==> src/rtl/ram_responder.sv <==
// ram_responder: target end of the CPU data-memory interface.
// Services ram_read / ram_write requests from a 2^ADDR_W x DATA_W storage array.
// It inserts WAIT_CYCLES wait states, then one access cycle, and then a
// 4-phase ready response.
//
// Ports:
//   clk           rising-edge system clock
//   reset         asynchronous active-low reset
//   ram_read      read request (level, held until ram_ready)
//   ram_write     write request (level, held until ram_ready)
//   ram_addr      request word address
//   ram_data_out  write data from the CPU
//   ram_data_in   read data to the CPU
//   ram_ready     response valid / request complete
//   ram_error     illegal request (read and write both high)
//   busy          high while in WAIT or ACCESS
//   resp_state    current FSM state (debug)
module ram_responder #(
  parameter int unsigned ADDR_W      = 6,
  parameter int unsigned DATA_W      = 16,
  parameter int unsigned WAIT_CYCLES = 2
) (
  input  logic              clk,
  input  logic              reset,
  input  logic              ram_read,
  input  logic              ram_write,
  input  logic [ADDR_W-1:0] ram_addr,
  input  logic [DATA_W-1:0] ram_data_out,
  output logic [DATA_W-1:0] ram_data_in,
  output logic              ram_ready,
  output logic              ram_error,
  output logic              busy,
  output logic [1:0]        resp_state
);

  typedef enum logic [1:0] {
    StIdle   = 2'b00,
    StWait   = 2'b01,
    StAccess = 2'b10,
    StResp   = 2'b11
  } state_e;

  localparam logic [3:0] WaitInit = 4'(WAIT_CYCLES);

  state_e state_q, state_d;

  logic [3:0]        cnt_q;
  logic [ADDR_W-1:0] addr_q;
  logic [DATA_W-1:0] wdata_q;
  logic              we_q;
  logic              err_q;
  logic [DATA_W-1:0] rdata_q;

  // Storage is deliberately left out of reset.
  logic [DATA_W-1:0] mem_q [2**ADDR_W];

  logic legal_req;
  logic illegal_req;
  logic any_req;

  assign legal_req   = ram_read ^ ram_write;
  assign illegal_req = ram_read & ram_write;
  assign any_req     = ram_read | ram_write;

  // State register.
  always_ff @(posedge clk or negedge reset) begin
    if (!reset) begin
      state_q <= StIdle;
    end else begin
      state_q <= state_d;
    end
  end

  // Next-state logic.
  always_comb begin
    state_d = state_q;
    case (state_q)
      StIdle: begin
        if (illegal_req) begin
          state_d = StResp;
        end else if (legal_req) begin
          state_d = (WAIT_CYCLES == 0) ? StAccess : StWait;
        end
      end
      // Counter was loaded with WAIT_CYCLES, so WAIT spans exactly that many cycles.
      StWait:   if (cnt_q == 4'd1) state_d = StAccess;
      StAccess: state_d = StResp;
      StResp:   if (!any_req) state_d = StIdle;
      default:  state_d = StIdle;
    endcase
  end

  // Outputs.
  always_comb begin
    ram_ready   = (state_q == StResp);
    ram_error   = (state_q == StResp) && err_q;
    busy        = (state_q == StWait) || (state_q == StAccess);
    resp_state  = state_q;
    ram_data_in = rdata_q;
  end

  // Request latch, wait counter, error flag and read-data register.
  always_ff @(posedge clk or negedge reset) begin
    if (!reset) begin
      cnt_q   <= '0;
      addr_q  <= '0;
      wdata_q <= '0;
      we_q    <= 1'b0;
      err_q   <= 1'b0;
      rdata_q <= '0;
    end else begin
      case (state_q)
        StIdle: begin
          if (legal_req) begin
            addr_q  <= ram_addr;
            wdata_q <= ram_data_out;
            we_q    <= ram_write;
            err_q   <= 1'b0;
            cnt_q   <= WaitInit;
          end else if (illegal_req) begin
            err_q <= 1'b1;
          end
        end
        StWait:   cnt_q <= cnt_q - 4'd1;
        StAccess: if (!we_q) rdata_q <= mem_q[addr_q];
        StResp:   if (!any_req) err_q <= 1'b0;
        default:  ;
      endcase
    end
  end

  // A reset during WAIT/ACCESS forces state_q to IDLE, so an aborted write never lands.
  always_ff @(posedge clk) begin
    if (state_q == StAccess && we_q) begin
      mem_q[addr_q] <= wdata_q;
    end
  end

endmodule

==> config.mk <==
export PLATFORM = sky130hd
export DESIGN_NAME = ram_responder
export DESIGN_NICKNAME = d
export VERILOG_FILES = /design/src/rtl/ram_responder.sv
export SDC_FILE = /design/constraint.sdc
export NUM_CORES = 1
export LEC_CHECK = 0
export BUFFER_PORTS_ARGS = -buffer_cell sky130_fd_sc_hd__buf_2
export CORE_MARGIN = 2
export CORE_UTILIZATION = 25
export CTS_BUF_LIST = sky130_fd_sc_hd__clkbuf_16
export DETAILED_ROUTE_END_ITERATION = 8
export GPL_TIMING_DRIVEN = 0
export PLACE_DENSITY_LB_ADDON = 0.1
export SKIP_LAST_GASP = 1
export SYNTH_ARGS = -nofsm -noshare
export SYNTH_HDL_FRONTEND = slang
export SYNTH_SLANG_ARGS = --single-unit
==> constraint.sdc <==
create_clock -name clk -period 3.6 [get_ports clk]
set_input_delay 0.72 -clock clk [delete_from_list [all_inputs] [get_ports clk]]
set_output_delay 0.72 -clock clk [all_outputs]
set_load 0.05 [all_outputs]
==> results.sh, run 1 <==
export IMPL_status="finished, violations left"
export IMPL_violations="setup timing"
export IMPL_critical_path_required_ns=4.23
export IMPL_cts_htree_levels=3
export IMPL_grt_pass1_vias=25000
export IMPL_die_w_microns=412
export IMPL_placed_cell_area_sq_mm=0.0465
export IMPL_irDropWorstVdd_mv=0.472
export IMPL_final_nets=2605
export IMPL_core_sq_mm=0.165
export IMPL_crit_path_cell_trace="buf_6 -> buf_6 -> buf_6 -> buf_4 -> buf_6 -> mux4_2 -> nand3_1 -> nand4_1 -> nor3_4 -> a31oi_1"
export IMPL_grt_total_usage_pct=22.6
export IMPL_maxCapViolCount=0
export IMPL_cellPowerDensity_mw_per_mm2=934
export IMPL_cp_start_kind="flop"
export IMPL_slew_violations=0
export IMPL_syn_area_sq_mm=0.0417
export IMPL_antenna_found_initial=9
export IMPL_die_height_microns=412
export IMPL_synthArstFlopShare_pct=4.30
export IMPL_insertion_delay_ns=0.77
export IMPL_setup_ws_ns=-0.130
export IMPL_slew_headroom_pct=7.44
export IMPL_stdcell_area_sq_mm=0.0518
export IMPL_area_growth_pct=24.2
export IMPL_clk_pin_slew_worst_paths_ns=0.06
export IMPL_cts_sinks=1070
export IMPL_fin_crit_sh_pct=104
export IMPL_hpwlAfterDp_microns=128000
export IMPL_ys_ff_latch=1070
export IMPL_drc=0
export IMPL_yosysTopAreaCellShare_pct=73.8
export IMPL_wl_per_cell_microns=39.8
export IMPL_grt_pass1_wl_microns=251000
export IMPL_worst_pin_slew_ns=1.39
export IMPL_grt_max_degree=66
export IMPL_row_count=149
export IMPL_netlist_top_cells_area="edfxtp_1 (74%), mux4_2 (4.8%), dfrtp_1 (2.8%), mux2_2 (2.7%), mux2i_1 (2.2%)"
export IMPL_rsz0062_at_grt="yes"
export IMPL_endpoint_kind="flop"
export IMPL_dp_worst_setup_slack_ns=-1.99
export IMPL_num_vias=25600
export IMPL_drtAntennaViolNets=0
export IMPL_final_hold_viol_count=0
export IMPL_leakagePower_nw=16.7
export IMPL_holdCritPathClass="in2async"
export IMPL_synthTopCellsByCount="edfxtp_1 (1024), nor2_1 (141), mux2_2 (100)"
export IMPL_clock_path_buffers=3
export IMPL_min_period_ns=3.73
export IMPL_setup_tns_final_ns=-2.31
export IMPL_syn_avg_cell_area_sq_um=18.3
export IMPL_portBuffers=46
export IMPL_yosysSeqAreaShare_pct=76.5
export IMPL_max_stage_delay_ns=0.57
export IMPL_fillCellCount=15900
export IMPL_cts_tree="done"
export IMPL_critPathKind="reg2reg"
export IMPL_synth_most_common_cell="edfxtp_1"
export IMPL_max_freq_ghz=0.268
export IMPL_fin_skew_ns=0.0432
export IMPL_start_util_pct=25.2
export IMPL_place_inst=4586
export IMPL_synthCells=2272
export IMPL_yosys_area_top_type="edfxtp_1"
export IMPL_final_util_pct=31.3
export IMPL_worstPathMaxFanout=10
export IMPL_synth_cell_types=68
export IMPL_crit_path_frequent_cell="buf_6"
export IMPL_die_area_sq_mm=0.170
export IMPL_drive_above_1_share_pct=29.0
export IMPL_io_pins=47
export IMPL_place_gp_congestion=0.949
export IMPL_routed_wl_microns=194000
export IMPL_path_buf_inv=5
export IMPL_synth_edf_count=1024
export IMPL_cts_buffers=121
export IMPL_yosys_warnings=0
export IMPL_critPathTopFamily="buffers and inverters"
export IMPL_clockRootBuffer="clkbuf_16"
export IMPL_firstDrtPassIters=6
export IMPL_cp_slowest_cell="nand4_1"
export IMPL_layout_cells_non_filler=4873
export IMPL_viasPerCell=5.24
export IMPL_first_iter_violations=3730
export IMPL_synth_ff_type="edfxtp_1"
export IMPL_crit_arrival_ns=4.36
export IMPL_synthesis_nets=2307
export IMPL_setup_viol_count_final=55
export IMPL_gr_total_overflow=0
## metrics by stage
| stage | hold WS (ns) | total power, mW |
|---|---|---|
| after floorplan | 0.424 | 24.6 |
| after global placement | 0.565 | 35.1 |
| after detailed placement | 0.566 | 35.6 |
| after CTS | 0.0517 | 48.1 |
| after global routing | 0.0483 | 49.1 |
| final | 0.0116 | 48.4 |
## report_power, final
part           switching, mW  leakage, nW  total (mW)  internal (mW)
Sequential              1.78         9.74        17.7           15.9
Combinational           13.8         4.95        18.7           4.87
Clock                   5.25         2.02        12.0           6.77
Total                   20.8         16.7        48.4           27.5
## worst reg2reg max path, delay by kind of cell, from the launching register on
family | cells | cell delay, ns
buf+inv | 5 | 1.54
simple gates | 3 | 1.24
mux | 1 | 0.38
flops | 1 | 0.34
compound gates | 1 | 0.11
## per-layer routing
metal,track usage [%],share of wire [%],vias up
met2,35.4,46,1405
li1,-,-,9984
met3,4.51,8.1,289
met1,31.2,43,13900
met5,0,0.022,-
met4,7.46,3.7,6
## cells by family after synthesis
group	after synthesis	synth area share, %
multiplexers	285	9.94
AND/OR/NAND/NOR	287	3.07
XOR/XNOR	1	0.0210
adder cells (fa/ha/maj)	9	0.270
AO/OA/AOI/OAI	460	8.10
flip-flops	1070	76.5
buffers and inverters	160	2.07
## placed cells by master, fill, tap and decap left out, drive strengths merged, types with 56 or more instances in the layout
| cell type | count |
|---|---|
| a21oi | 69 |
| a221oi | 90 |
| a22oi | 65 |
| buf | 271 |
| clkbuf | 173 |
| clkinv | 56 |
| edfxtp | 1024 |
| mux2 | 100 |
| mux2i | 93 |
| mux4 | 92 |
| nand2 | 69 |
| nor2 | 142 |
| o21ai | 68 |
## path summary, 6_finish.rpt
path,cells after the start,start,endpoint,slack (ns)
min in group clk,2,ram_data_out[13],wdata_q[13],0.19
worst min register to register,1,ram_data_in[3],ram_data_in[3],0.59
worst min-delay path,1,reset,addr_q[2],0.01
worst max-delay path,10,addr_q[1],ram_data_in[6],-0.13
max in group asynchronous,1,reset,wdata_q[8],2.83
worst max register to register,10,addr_q[1],ram_data_in[6],-0.13
## repair_timing
action                                  4_1_cts  5_1_grt
hold buffers                                  0        0
setup buffers                                53        0
endpoints found under the setup margin     1040       14
pin swaps                                    39        4
gates resized for setup                     179       36
## cell type report
cell class                 count  area (sq um)  area share, %
sequential                  1070         31900           61.7
multi-input combinational   1042          9610           18.6
clock buffer                 124          3100           6.00
tap                         2189          2740           5.29
timing repair buffer         178          2510           4.85
buffer                       147          1070           2.07
clock inverter               107           723           1.40
inverter                      10          42.5         0.0822
antenna                        6          15.0         0.0290
## sequential cells by signal (all words and copies together), names as in the netlist
register / count
err_q: 1
cnt_q: 4
addr_q: 6
we_q: 1
resp_state: 2
ram_data_in: 16
wdata_q: 16
mem_q: 1024
Power figures use the tool's default switching activity.
==> run 2: changes to the inputs <==
Settings changed: SKIP_LAST_GASP 1 to unset.
==> run 2 against run 1 <==
  * The flow still finishes with violations (setup timing)
  * Die area unchanged
  * Register-to-register slack improved by 0.03 ns
  * Critical path depth decreased by 2
  * Wire length about the same
  * Global-route usage hardly changed
  * Sequential power about the same
  * Final cell count about the same
  * First-iteration DRC count is 4.1% higher
  * Non-clock buffer count unchanged
  * Combinational power about the same
  * Clock skew about the same
  * Flip-flop and latch count did not move
==> results.sh, run 2 (synthesized netlist as in run 1, its figures left out) <==
export IMPL_routed_wl_microns=194000
export IMPL_postCtsHoldBufs=0
export IMPL_clkPwrFrac_pct=24.8
export IMPL_endpoint_kind="flop"
export IMPL_met1_usage_pct=31.2
export IMPL_p_seq_share_pct=36.5
export IMPL_comb_power_share_pct=38.7
export IMPL_viasPerCell=5.31
export IMPL_cts_buffers=121
export IMPL_drc=0
export IMPL_gr_total_overflow=0
export IMPL_row_count=149
export IMPL_fillCellCount=15900
export IMPL_regArea_sq_mm=0.0319
export IMPL_p_int_mw=27.6
export IMPL_max_freq_ghz=0.270
export IMPL_clk_pin_slew_worst_paths_ns=0.06
export IMPL_hpwlAfterDp_microns=128000
export IMPL_portBuffers=46
export IMPL_startpoint="addr_q[0]"
export IMPL_first_iter_violations=3882
export IMPL_num_vias=25900
export IMPL_grt_pass1_vias=25000
export IMPL_setup_ws_ns=-0.104
export IMPL_firstDrtPassIters=5
export IMPL_io_pins=47
export IMPL_cts_htree_levels=3
export IMPL_final_hold_viol_count=0
export IMPL_worst_pin_slew_ns=1.39
export IMPL_reg2reg_from="addr_q[0]"
export IMPL_final_cell_mix="edfxtp_1 (1024), clkbuf_16 (124), mux2_2 (100)"
export IMPL_critPathTopFamily="buffers and inverters"
export IMPL_grt_met2_usage_pct=35.4
export IMPL_regMostFlops="mem_q"
export IMPL_min_period_ns=3.70
export IMPL_final_nets=2605
export IMPL_crit_path_cell_trace="buf_6 -> buf_6 -> inv_1 -> buf_2 -> buf_2 -> mux2i_1 -> o2111ai_2 -> o32a_1"
export IMPL_crit_arrival_ns=4.33
export IMPL_clockRootBuffer="clkbuf_16"
export IMPL_maxCapViolCount=0
export IMPL_largest_reg_flops=1024
export IMPL_layout_cells_non_filler=4870
export IMPL_path_buf_inv=5
export IMPL_setup_tns_final_ns=-2.94
export IMPL_status="finished, violations left"
export IMPL_wl_per_cell_microns=39.8
export IMPL_worstPathMaxFanout=10
export IMPL_violations="setup timing"
export IMPL_grt_max_degree=66
export IMPL_cts_sinks=1070
export IMPL_die_area_sq_mm=0.170
export IMPL_fin_skew_ns=0.0429
export IMPL_area_growth_pct=24.2
export IMPL_grt_total_usage_pct=22.6
export IMPL_cts_tree="done"
export IMPL_power_mw=48.4
export IMPL_met3_usage_pct=4.36
export IMPL_cellPowerDensity_mw_per_mm2=934
export IMPL_drive_above_1_share_pct=29.0
export IMPL_leakagePower_nw=16.7
export IMPL_slew_headroom_pct=7.58
export IMPL_core_sq_mm=0.165
export IMPL_rsz0062_at_grt="no"
export IMPL_cp_slowest_cell="buf_2"
export IMPL_drtAntennaViolNets=0
export IMPL_final_common_cell="edfxtp_1"
export IMPL_irDropWorstVdd_mv=0.467
export IMPL_p_sw_share_pct=43.0
export IMPL_holdCritPathClass="in2async"
export IMPL_antenna_found_initial=13
export IMPL_insertion_delay_ns=0.76
export IMPL_critical_path_required_ns=4.23
export IMPL_top_usage_layer="met2"
export IMPL_die_height_microns=412
export IMPL_cp_start_kind="flop"
export IMPL_start_util_pct=25.2
export IMPL_multi_input_area_sq_mm=0.00961
export IMPL_die_w_microns=412
export IMPL_setup_viol_count_final=61
export IMPL_max_stage_delay_ns=0.74
export IMPL_slew_violations=0
export IMPL_critPathKind="reg2reg"
export IMPL_grt_pass1_wl_microns=251000
export IMPL_place_inst=4586
export IMPL_p_sw_mw=20.8
export IMPL_place_gp_congestion=0.949
export IMPL_clock_path_buffers=3
export IMPL_dp_worst_setup_slack_ns=-1.99
export IMPL_fin_crit_sh_pct=103
-- run 2: layer usage --
layer,part of all wire (%),up-vias,routed length [microns]
met1,42,14100,82300
met3,8.1,317,15700
li1,-,9991,-
met4,3.9,6,7570
met2,45,1446,88100
met5,0.023,-,44
-- run 2: area by class of cell --
| type | instances | area share, % |
|---|---|---|
| Antenna cell | 3 | 0.0145 |
| Buffer | 147 | 2.15 |
| Clock buffer | 124 | 5.99 |
| Clock inverter | 107 | 1.40 |
| Inverter | 10 | 0.0821 |
| Multi-Input combinational cell | 1042 | 18.6 |
| Sequential cell | 1070 | 61.7 |
| Tap cell | 2189 | 5.29 |
| Timing Repair Buffer | 178 | 4.85 |
-- run 2: through the flow --
step | hold WS (ns) | area (sq um) | utilization [%]
after floorplan | 0.424 | 41700 | -
after global placement | 0.565 | 44700 | 27.0
after detailed placement | 0.566 | 46500 | 28.1
after CTS | 0.0517 | 51700 | 31.3
after global routing | 0.0465 | 51800 | 31.3
final | 0.0138 | 51800 | 31.3
-- run 2: worst reg2reg max path: stages (launching register included) --
cell       delay, ns
dfrtp_1         0.37
buf_6           0.16
buf_6           0.19
inv_1           0.16
buf_2           0.55
buf_2           0.75
mux2i_1         0.60
o2111ai_2       0.36
o32a_1          0.47
-- run 2: what timing repair did --
| item | CTS | global route |
|---|---|---|
| pin swaps | 40 | 3 |
| endpoints found under the setup margin | 1040 | 9 |
| resized for setup | 199 | 21 |
| buffers inserted | 53 | 0 |
-- run 2: worst paths after layout --
check | end | slack (ns) | depth (start not counted)
max | ram_data_in[3] | -0.10 | 8
min | addr_q[2] | 0.01 | 1
max reg2reg | ram_data_in[3] | -0.10 | 8
min reg2reg | err_q | 0.59 | 2
max in group asynchronous | wdata_q[10] | 2.82 | 1
min in group clk | wdata_q[13] | 0.19 | 2
-- run 2: power groups by stage --
stage	sequential (mW)	clock (mW)	combinational (mW)
6_report	17.7	12.0	18.7
5_1_grt	17.7	12.6	18.8
4_1_cts	17.7	12.2	18.3
3_5_place_dp	17.9	0	17.7
3_3_place_gp	18.9	0	16.2
2_1_floorplan	17.5	0	7.10
